<file path="src/rtl/galaga_pkg.sv">
// Shared types and default sizing for the missile shot arbiter.
package galaga_pkg;

    typedef enum logic [1:0] {
        StIdle,
        StPlay,
        StDrain
    } state_e;

    localparam int unsigned DefNslot       = 4;
    localparam int unsigned DefCooldown    = 8;
    localparam int unsigned DefMaxInflight = 2;

    // 0 = player 1, 1 = player 2
    typedef logic player_t;
    localparam player_t Player1 = 1'b0;
    localparam player_t Player2 = 1'b1;

endpackage

</file>
<file path="src/rtl/shot_player_ctrl.sv">
// Per-player fire bookkeeping: key sample, pending flag, cooldown and inflight count.
// SHOT_AUTOFIRE_EN makes a held key re-arm the pending flag once the cooldown is over.
module shot_player_ctrl
    import galaga_pkg::*;
#(
    parameter int unsigned  COOLDOWN     = DefCooldown,
    parameter int unsigned  MAX_INFLIGHT = DefMaxInflight,
    localparam int unsigned CntW         = $clog2(MAX_INFLIGHT + 1),
    localparam int unsigned CdW          = $clog2(COOLDOWN + 1)
) (
    input  logic            clk_i,
    input  logic            rst_i,
    input  logic            frame_tick_i,
    input  logic            key_i,
    input  logic            play_i,
    input  logic            grant_i,
    input  logic [CntW-1:0] release_cnt_i,
    output logic            pending_o,
    output logic            ready_o
);

    logic            key_q, key_d;
    logic            pending_q, pending_d;
    logic [CdW-1:0]  cd_q, cd_d;
    logic [CntW-1:0] inflight_q, inflight_d;
    logic            set_pending;
    logic [CntW:0]   sum;

`ifdef SHOT_AUTOFIRE_EN
    assign set_pending = frame_tick_i & key_i & (cd_q == '0);
`else
    assign set_pending = frame_tick_i & key_i & ~key_q;
`endif

    always_comb begin
        key_d      = frame_tick_i ? key_i : key_q;
        pending_d  = pending_q;
        cd_d       = cd_q;
        inflight_d = inflight_q;
        sum        = {1'b0, inflight_q} + {{CntW{1'b0}}, grant_i};

        if (!play_i || grant_i) begin
            pending_d = 1'b0;
        end else if (set_pending) begin
            pending_d = 1'b1;
        end

        // A grant reloads the cooldown even when a tick lands on the same edge.
        if (grant_i) begin
            cd_d = CdW'(COOLDOWN);
        end else if (frame_tick_i && cd_q != '0) begin
            cd_d = cd_q - CdW'(1);
        end

        if (sum > {1'b0, release_cnt_i}) begin
            inflight_d = CntW'(sum - {1'b0, release_cnt_i});
        end else begin
            inflight_d = '0;
        end
        if (inflight_d > CntW'(MAX_INFLIGHT)) begin
            inflight_d = CntW'(MAX_INFLIGHT);
        end
    end

    always_ff @(posedge clk_i or posedge rst_i) begin
        if (rst_i) begin
            key_q      <= 1'b0;
            pending_q  <= 1'b0;
            cd_q       <= '0;
            inflight_q <= '0;
        end else begin
            key_q      <= key_d;
            pending_q  <= pending_d;
            cd_q       <= cd_d;
            inflight_q <= inflight_d;
        end
    end

    assign pending_o = pending_q;
    assign ready_o   = (cd_q == '0) && (inflight_q < CntW'(MAX_INFLIGHT));

endmodule

</file>
<file path="src/rtl/shot_arbiter.sv">
// Two-player shot arbiter: game FSM, shared missile slot table and round-robin offer logic.
// Optional auto-fire is selected with SHOT_AUTOFIRE_EN (see shot_player_ctrl).
module shot_arbiter
    import galaga_pkg::*;
#(
    parameter int unsigned  NSLOT        = DefNslot,
    parameter int unsigned  COOLDOWN     = DefCooldown,
    parameter int unsigned  MAX_INFLIGHT = DefMaxInflight,
    localparam int unsigned SlotW        = $clog2(NSLOT)
) (
    input  logic             clk_i,
    input  logic             rst_i,
    input  logic             frame_tick_i,
    input  logic             shoot_i,
    input  logic             shoot2_i,
    input  logic             start_i,
    input  logic             restart_i,
    input  logic [NSLOT-1:0] slot_release_i,
    input  logic             fire_ready_i,
    output logic             fire_valid_o,
    output logic             fire_player_o,
    output logic [SlotW-1:0] fire_slot_o,
    output logic             game_active_o,
    output logic [NSLOT-1:0] slot_busy_o
);

    localparam int unsigned CntW = $clog2(MAX_INFLIGHT + 1);

    state_e           state_q, state_d;
    logic [NSLOT-1:0] slot_busy_q, slot_busy_d;
    logic [NSLOT-1:0] slot_owner_q, slot_owner_d;
    logic             fire_valid_q, fire_valid_d;
    player_t          fire_player_q, fire_player_d;
    logic [SlotW-1:0] fire_slot_q, fire_slot_d;
    player_t          last_q, last_d;

    logic             play, accept, offer, any_free;
    logic [1:0]       pend, rdy, elig, grant;
    logic [NSLOT-1:0] rel_eff;
    logic [SlotW-1:0] free_slot;
    player_t          pick;
    logic [CntW-1:0]  rel_cnt1, rel_cnt2;

    assign play     = (state_q == StPlay);
    assign accept   = fire_valid_q & fire_ready_i;
    assign any_free = ~&slot_busy_q;
    assign rel_eff  = slot_release_i & slot_busy_q;
    assign elig     = {2{play & any_free}} & pend & rdy;
    assign offer    = ~fire_valid_q & (|elig) & ~restart_i;
    assign grant[0] = accept & (fire_player_q == Player1);
    assign grant[1] = accept & (fire_player_q == Player2);

    always_comb begin
        free_slot = '0;
        rel_cnt1  = '0;
        rel_cnt2  = '0;
        for (int i = NSLOT - 1; i >= 0; i--) begin
            if (!slot_busy_q[i]) free_slot = SlotW'(i);
        end
        for (int i = 0; i < NSLOT; i++) begin
            if (rel_eff[i] && slot_owner_q[i] == Player1) rel_cnt1 = rel_cnt1 + CntW'(1);
            if (rel_eff[i] && slot_owner_q[i] == Player2) rel_cnt2 = rel_cnt2 + CntW'(1);
        end
        if (&elig) begin
            pick = ~last_q;
        end else begin
            pick = elig[1] ? Player2 : Player1;
        end
    end

    always_comb begin
        state_d       = state_q;
        slot_busy_d   = slot_busy_q & ~rel_eff;
        slot_owner_d  = slot_owner_q;
        fire_valid_d  = fire_valid_q;
        fire_player_d = fire_player_q;
        fire_slot_d   = fire_slot_q;
        last_d        = last_q;

        if (accept) begin
            fire_valid_d              = 1'b0;
            slot_busy_d[fire_slot_q]  = 1'b1;
            slot_owner_d[fire_slot_q] = fire_player_q;
            last_d                    = fire_player_q;
        end else if (offer) begin
            fire_valid_d  = 1'b1;
            fire_player_d = pick;
            fire_slot_d   = free_slot;
        end

        unique case (state_q)
            StIdle:  if (start_i) state_d = StPlay;
            // Never leave PLAY with an offer still waiting on the engine.
            StPlay:  if (restart_i && !(fire_valid_q && !fire_ready_i)) state_d = StDrain;
            StDrain: if (slot_busy_q == '0) state_d = StIdle;
            default: state_d = StIdle;
        endcase
    end

    always_ff @(posedge clk_i or posedge rst_i) begin
        if (rst_i) begin
            state_q       <= StIdle;
            slot_busy_q   <= '0;
            slot_owner_q  <= '0;
            fire_valid_q  <= 1'b0;
            fire_player_q <= Player1;
            fire_slot_q   <= '0;
            last_q        <= Player2;
        end else begin
            state_q       <= state_d;
            slot_busy_q   <= slot_busy_d;
            slot_owner_q  <= slot_owner_d;
            fire_valid_q  <= fire_valid_d;
            fire_player_q <= fire_player_d;
            fire_slot_q   <= fire_slot_d;
            last_q        <= last_d;
        end
    end

    shot_player_ctrl #(
        .COOLDOWN     (COOLDOWN),
        .MAX_INFLIGHT (MAX_INFLIGHT)
    ) u_player1 (
        .clk_i         (clk_i),
        .rst_i         (rst_i),
        .frame_tick_i  (frame_tick_i),
        .key_i         (shoot_i),
        .play_i        (play),
        .grant_i       (grant[0]),
        .release_cnt_i (rel_cnt1),
        .pending_o     (pend[0]),
        .ready_o       (rdy[0])
    );

    shot_player_ctrl #(
        .COOLDOWN     (COOLDOWN),
        .MAX_INFLIGHT (MAX_INFLIGHT)
    ) u_player2 (
        .clk_i         (clk_i),
        .rst_i         (rst_i),
        .frame_tick_i  (frame_tick_i),
        .key_i         (shoot2_i),
        .play_i        (play),
        .grant_i       (grant[1]),
        .release_cnt_i (rel_cnt2),
        .pending_o     (pend[1]),
        .ready_o       (rdy[1])
    );

    assign fire_valid_o  = fire_valid_q;
    assign fire_player_o = fire_player_q;
    assign fire_slot_o   = fire_slot_q;
    assign game_active_o = play;
    assign slot_busy_o   = slot_busy_q;

endmodule
</file>
<file path="config.mk">
export PLATFORM = sky130hd
export DESIGN_NAME = shot_arbiter
export DESIGN_NICKNAME = d
export VERILOG_FILES = /design/src/rtl/galaga_pkg.sv /design/src/rtl/shot_player_ctrl.sv /design/src/rtl/shot_arbiter.sv
export SDC_FILE = /design/constraint.sdc
export NUM_CORES = 1
export LEC_CHECK = 0
export BUFFER_PORTS_ARGS = -buffer_cell sky130_fd_sc_hd__buf_2
export CAP_MARGIN = 0
export CORE_MARGIN = 2
export CORE_UTILIZATION = 40
export DETAILED_ROUTE_END_ITERATION = 16
export PLACE_DENSITY = 0.56
export SYNTH_ARGS = -nofsm -noshare
export SYNTH_HDL_FRONTEND = slang
export SYNTH_SLANG_ARGS = --single-unit
</file>
<file path="constraint.sdc">
create_clock -name clk_i -period 4.24 [get_ports clk_i]
set_clock_uncertainty 0.1 [all_clocks]
set_input_delay 0.424 -clock clk_i [delete_from_list [all_inputs] [get_ports clk_i]]
set_output_delay 0.424 -clock clk_i [all_outputs]
set_load 0.05 [all_outputs]
</file>
# Word-level counts from Yosys, hierarchy flattened

Cells that the tools add are included.

Flip-flop bits (word level): 31
Bits of input ports: 12
Logic and storage cells: 140
Output and inout port bits: 9

Muxes and demuxes: 36
Reduce and logical (&&, ||, !) cells: 37
$lt $le $gt $ge: 8
Add/subtract/negate cells: 12
Bitwise logic cells: 27
Equality and inequality tests: 5

Operator list:

| kind                | number |
|---|---|
| $mux 2              | 17 |
| $mux 4              | 5 |
| $logic_and 1x1->1   | 15 |
| $add 2x1->2 const B | 6 |
| $logic_not 4->1     | 3 |
| $mux 1              | 11 |
| $not 1->1           | 11 |
| $and 1x1->1         | 10 |
| $reduce_bool 2->1   | 5 |
| $and 4x4->4         | 2 |
| $reduce_bool 4->1   | 2 |
| $sub 4x1->4 const B | 2 |
| $add 2x1->3         | 2 |
| $gt 3x2->1          | 2 |
| $pmux 2 s3          | 1 |
| $and 2x2->2         | 2 |
| $bwmux 4            | 1 |
| $gt 2x2->1 const B  | 2 |
| $logic_not 1->1     | 4 |
| $lt 2x2->1 const B  | 2 |
| $ne 2x2->1 const B  | 2 |
| $not 4->4           | 1 |
| $or 4x4->4          | 1 |
| $reduce_and 2->1    | 2 |
| other kinds (12)    | 14 |

# Depth between registers and ports, before layout

Depth after elaboration: 13
Depth in mapped cells: 11
Depth with buffers taken out: 11

# Cells and area by module

A second synthesis with hierarchy kept.

Cells, all modules: 195
Area, all modules: 1889.3 µm²

Modules (own cells, without submodules):

| module           | area each (µm²) | sequential area each (µm²) | cells each | instances |
|---|---|---|---|---|
| shot_player_ctrl | 484.2           | 200.2                      | 51         | 2 |
| shot_arbiter     | 920.9           | 376.6                      | 93         | 1 |

# Worst setup path after synthesis

No wires, ideal clock.

Path kind: reg2reg
Start: register slot_busy_q[1] (netlist: slot_busy_o[1])
End: register u_player1.inflight_q[1]
Stages on the path, launching flop included: 12
Period minus slack after synthesis: 2687 ps
Path buffers: 0
Setup time: 119 ps
Data required time: 4021 ps
Path slack: 1553 ps
Arrival: 2468 ps
Path through: dfrtp_1 > nand2_1 > or2_2 > inv_1 > ha_1 > nor2b_1 > xnor2_1 > mux2i_1 > fa_1 > o211ai_1 > o21ai_0 > and2_1

Cells in the longest elaborated chain, start to end: 11
Elaborated cells on any way between the ends: 12
Classes of those cells: 3 x add/sub; 2 x order compare; 5 x mux; 1 x bitwise; 1 x reduce/logical

Ends and longest elaborated chain:

| item                                      | line                                           | source |
|---|---|---|
| start: declaration                        | shot_arbiter.sv:30                             | `logic [NSLOT-1:0] slot_busy_q, slot_busy_d;` |
| start signal: assignment                  | shot_arbiter.sv:111                            | `slot_busy_q <= slot_busy_d;` |
| $and 4x4->4 (*)                           | shot_arbiter.sv:47                             | `assign rel_eff = slot_release_i & slot_busy_q;` |
| $logic_and 1x1->1 (*)                     | shot_arbiter.sv:61                             | `if (rel_eff[i] && slot_owner_q[i] == Player1) rel_cnt1 = rel_cnt1 + CntW'(1);` |
| $mux 2 (*)                                | shot_arbiter.sv:61                             |  |
| $add 2x1->2                               | shot_arbiter.sv:61                             |  |
| $mux 2 (*)                                | shot_arbiter.sv:61                             |  |
| $add 2x1->2                               | shot_arbiter.sv:61                             |  |
| $mux 2 (*)                                | shot_arbiter.sv:61                             |  |
| $gt 3x2->1 or $sub 2x2->2 (tied branches) | shot_player_ctrl.sv:55, shot_player_ctrl.sv:56 |  |
| $mux 2 (*)                                | shot_player_ctrl.sv:55                         | `if (sum > {1'b0, release_cnt_i}) begin` |
| $gt 2x2->1                                | shot_player_ctrl.sv:60                         | `if (inflight_d > CntW'(MAX_INFLIGHT)) begin` |
| $mux 2 (*)                                | shot_player_ctrl.sv:60                         |  |
| named net u_player1.inflight_d[1]         | shot_player_ctrl.sv:25                         | `logic [CntW-1:0] inflight_q, inflight_d;` |
| end signal: assignment                    | shot_player_ctrl.sv:75                         | `inflight_q <= inflight_d;` |
| end: declaration                          | shot_player_ctrl.sv:25                         |  |

The timed path passes the listed nets; every way through them passes the cells marked *.
A chain may end at the register's enable or synchronous reset.

# Worst setup path after layout

Same ends and word-level chain as after synthesis.

==> impl_metrics.json <==
{
  "first_global_vias": 1393,
  "cts_tree": "built",
  "clock-sinks": 31,
  "sw_frac_of_total_pct": 33.1,
  "clockRootBuffer": "clkbuf_8",
  "p_per_area_nw_per_um2": 426,
  "pwr-share-clk_pct": 28.0,
  "worstSetupPathType": "flip-flop to flip-flop",
  "io_buffers": 20,
  "gp_congestion": 0.885,
  "drv_slew": 0,
  "finalCritPeriodShare_pct": 60.8,
  "drive_gt1_share_pct": 19.0,
  "grt_first_pass_wirelength_um": 6330,
  "clk_latency_ps": 280,
  "via_count": 1371,
  "io_pins": 21,
  "p_seq_share_pct": 45.6,
  "die_w_um": 72.3,
  "synth_cell_types": 43,
  "postSynth.asyncResetShare_pct": 100,
  "grt_antenna_before_repair": 0,
  "min_period_ps": 2580,
  "synth_fp_nets": 214,
  "grt_max_degree": 32,
  "die-area_sq_um": 5230,
  "power_frac_comb_pct": 26.5,
  "slew_headroom_pct": 73.9,
  "route.antenna.remaining_nets": 0,
  "worst_pin_slew_ps": 391,
  "post_cts_buffers": 0,
  "mappedNetlistArea_sq_um": 1870,
  "synth_area_leader_cell": "dfrtp_1",
  "rsz0062_at_grt": "false",
  "synth.most_common_cell": "dfrtp_1",
  "syn_area_per_cell_sq_um": 10.0,
  "first_pass_iters": 4,
  "drc": 0,
  "yosysSeqAreaShare_pct": 41.6,
  "finalNetCount": 237,
  "routed_wl_um": 3630,
  "endpoint_kind": "flip-flop",
  "required_ps": 4310,
  "finalHoldViolCount": 0,
  "viasPerCell": 5.23,
  "wl_per_cell_um": 13.9,
  "ys.flop_type": "dfrtp_1",
  "htreeDepth": 2,
  "critPathMaxFanout": 6,
  "hold_path_class": "input pin to asynchronous set/reset pin",
  "cp-start-kind": "flip-flop",
  "clk_pin_slew_ps": 60,
  "synth-edff-count": 0,
  "ys_seq_elements": 31,
  "overflow": 0,
  "p_leak_nw": 1.04,
  "switching_power_mw": 0.297,
  "area_delta_synth_final_pct": 12.8,
  "yosysWarnings": 0,
  "setup_viol": 0,
  "rows": 24,
  "ir_drop_uv": 187,
  "grt_usage_pct": 15.9,
  "rr_worst_depth": 11,
  "cts_buffer_depth": 2,
  "antenna_cells": 0,
  "synth_top_area_share_pct": 40.2,
  "final_util_pct": 47.7,
  "dpl.hpwl_um": 2830,
  "synth.area.top_cells": "dfrtp_1 40%, ha_1 9.4%, inv_1 4.0%",
  "start_util_pct": 42.3,
  "fmax_mhz": 388,
  "numCtsBuffers": 5,
  "cp.arrival_ps": 2650,
  "cts_hold_buf": 0,
  "cts_resized": 0,
  "synthCells": 186,
  "core_sq_um": 4410,
  "internal_power_mw": 0.601,
  "synth_top_cells_by_count": "30 x dfrtp_1, 20 x inv_1, 14 x ha_1, 14 x nand2_1",
  "status": "complete, no violations",
  "drt_iter0_drc": 59,
  "die_h_um": 72.3,
  "setup_tns_ps": 0,
  "cap_viol_max_count": 0,
  "power_mw": 0.898
}
==> kinds of logic after synthesis <==
logic type	synth area share [%]
mux	4.29
simple gates	19.8
xor+xnor	7.03
buf+inv	5.83
flops	41.6
fa+ha+maj	11.5
compound gates	9.98
==> through the flow <==
stage / std cells / hold slack, ps / cell area (sq um) / setup slack [ps]
floorplan: 186 / 335 / 1870 / 1550
global placement: 254 / 353 / 2010 / 1600
detailed placement: 254 / 372 / 2010 / 1540
CTS: 262 / 124 / 2110 / 1640
global route: 262 / 145 / 2110 / 1400
finish: 262 / 103 / 2110 / 1660
==> routing by layer <==
layer,vias up,global-route usage (%),share of wire [%]
li1,678,-,-
met1,650,20.0,44
met2,36,26.7,49
met3,7,3.75,5.4
met4,0,5.66,1.1
met5,-,0,0
==> worst paths after layout <==
check / startpoint / end / slack [ps]
min in group clk_i: slot_release_i[0] / slot_busy_o[0] / 250
worst min-delay path: rst_i / u_player1.cd_q[0] / 100
worst min register to register: state_q[1] / state_q[0] / 380
worst max register to register: slot_busy_o[1] / u_player1.inflight_q[1] / 1660
max in group asynchronous: rst_i / last_q / 3600
worst max-delay path: slot_busy_o[1] / u_player1.inflight_q[1] / 1660
==> power by group through the flow <==
stage / Sequential, mW / Clock (mW) / Combinational [mW]
4_1_cts: 0.410 / 0.259 / 0.243
2_1_floorplan: 0.417 / 0 / 0.186
3_5_place_dp: 0.415 / 0 / 0.241
3_3_place_gp: 0.412 / 0 / 0.232
6_report: 0.409 / 0.251 / 0.238
5_1_grt: 0.421 / 0.275 / 0.272
==> sequential cells by signal, indices dropped and copies added (netlist names) <==
register / flops
u_player2.key_q: 1
u_player2.cd_q: 4
fire_valid_o: 1
u_player1.key_q: 1
fire_slot_o: 2
fire_player_o: 1
u_player1.inflight_q: 2
u_player2.inflight_q: 2
u_player1.cd_q: 4
u_player2.pending_o: 1
state_q: 2
slot_busy_o: 4
u_player1.pending_o: 1
last_q: 1
slot_owner_q: 4
==> worst max-delay path, cell delays in order (launching register included) <==
cell and delay [ps]:
dfrtp_1 430, nand2_1 70, or2_2 290, inv_1 60, ha_1 250, nor2b_1 150
xnor2_1 80, mux2i_1 180, fa_1 490, o211ai_1 120, o21ai_0 100, and2_1 160
==> cell type report <==
type,count,area [sq um]
inverters,20,75.1
repair buffers,21,108
fillers,434,2310
multi-input cells,130,982
flip-flops and latches,31,777
well taps,52,65.1
clock buffers,8,100
==> layout by cell type, fill, tap and decap left out, types with 2 or more instances in the layout <==
| cell | n |
|---|---|
| o21ai_0 | 11 |
| nand2b_1 | 4 |
| a311oi_1 | 3 |
| nand2_1 | 14 |
| nand3b_1 | 3 |
| xnor2_1 | 8 |
| fa_1 | 2 |
| clkbuf_8 | 7 |
| and2_1 | 2 |
| a31oi_1 | 2 |
| nor2_1 | 11 |
| mux2_2 | 4 |
| buf_2 | 20 |
| nor3_1 | 5 |
| ha_1 | 14 |
| inv_1 | 20 |
| dfrtp_1 | 30 |
| or3b_1 | 2 |
| xor2_1 | 7 |
| mux2i_1 | 2 |
| and3_1 | 2 |
| a21oi_1 | 3 |
| nand4_1 | 3 |
| nand3_1 | 10 |
No activity file was read; power rests on OpenSTA's default activity.
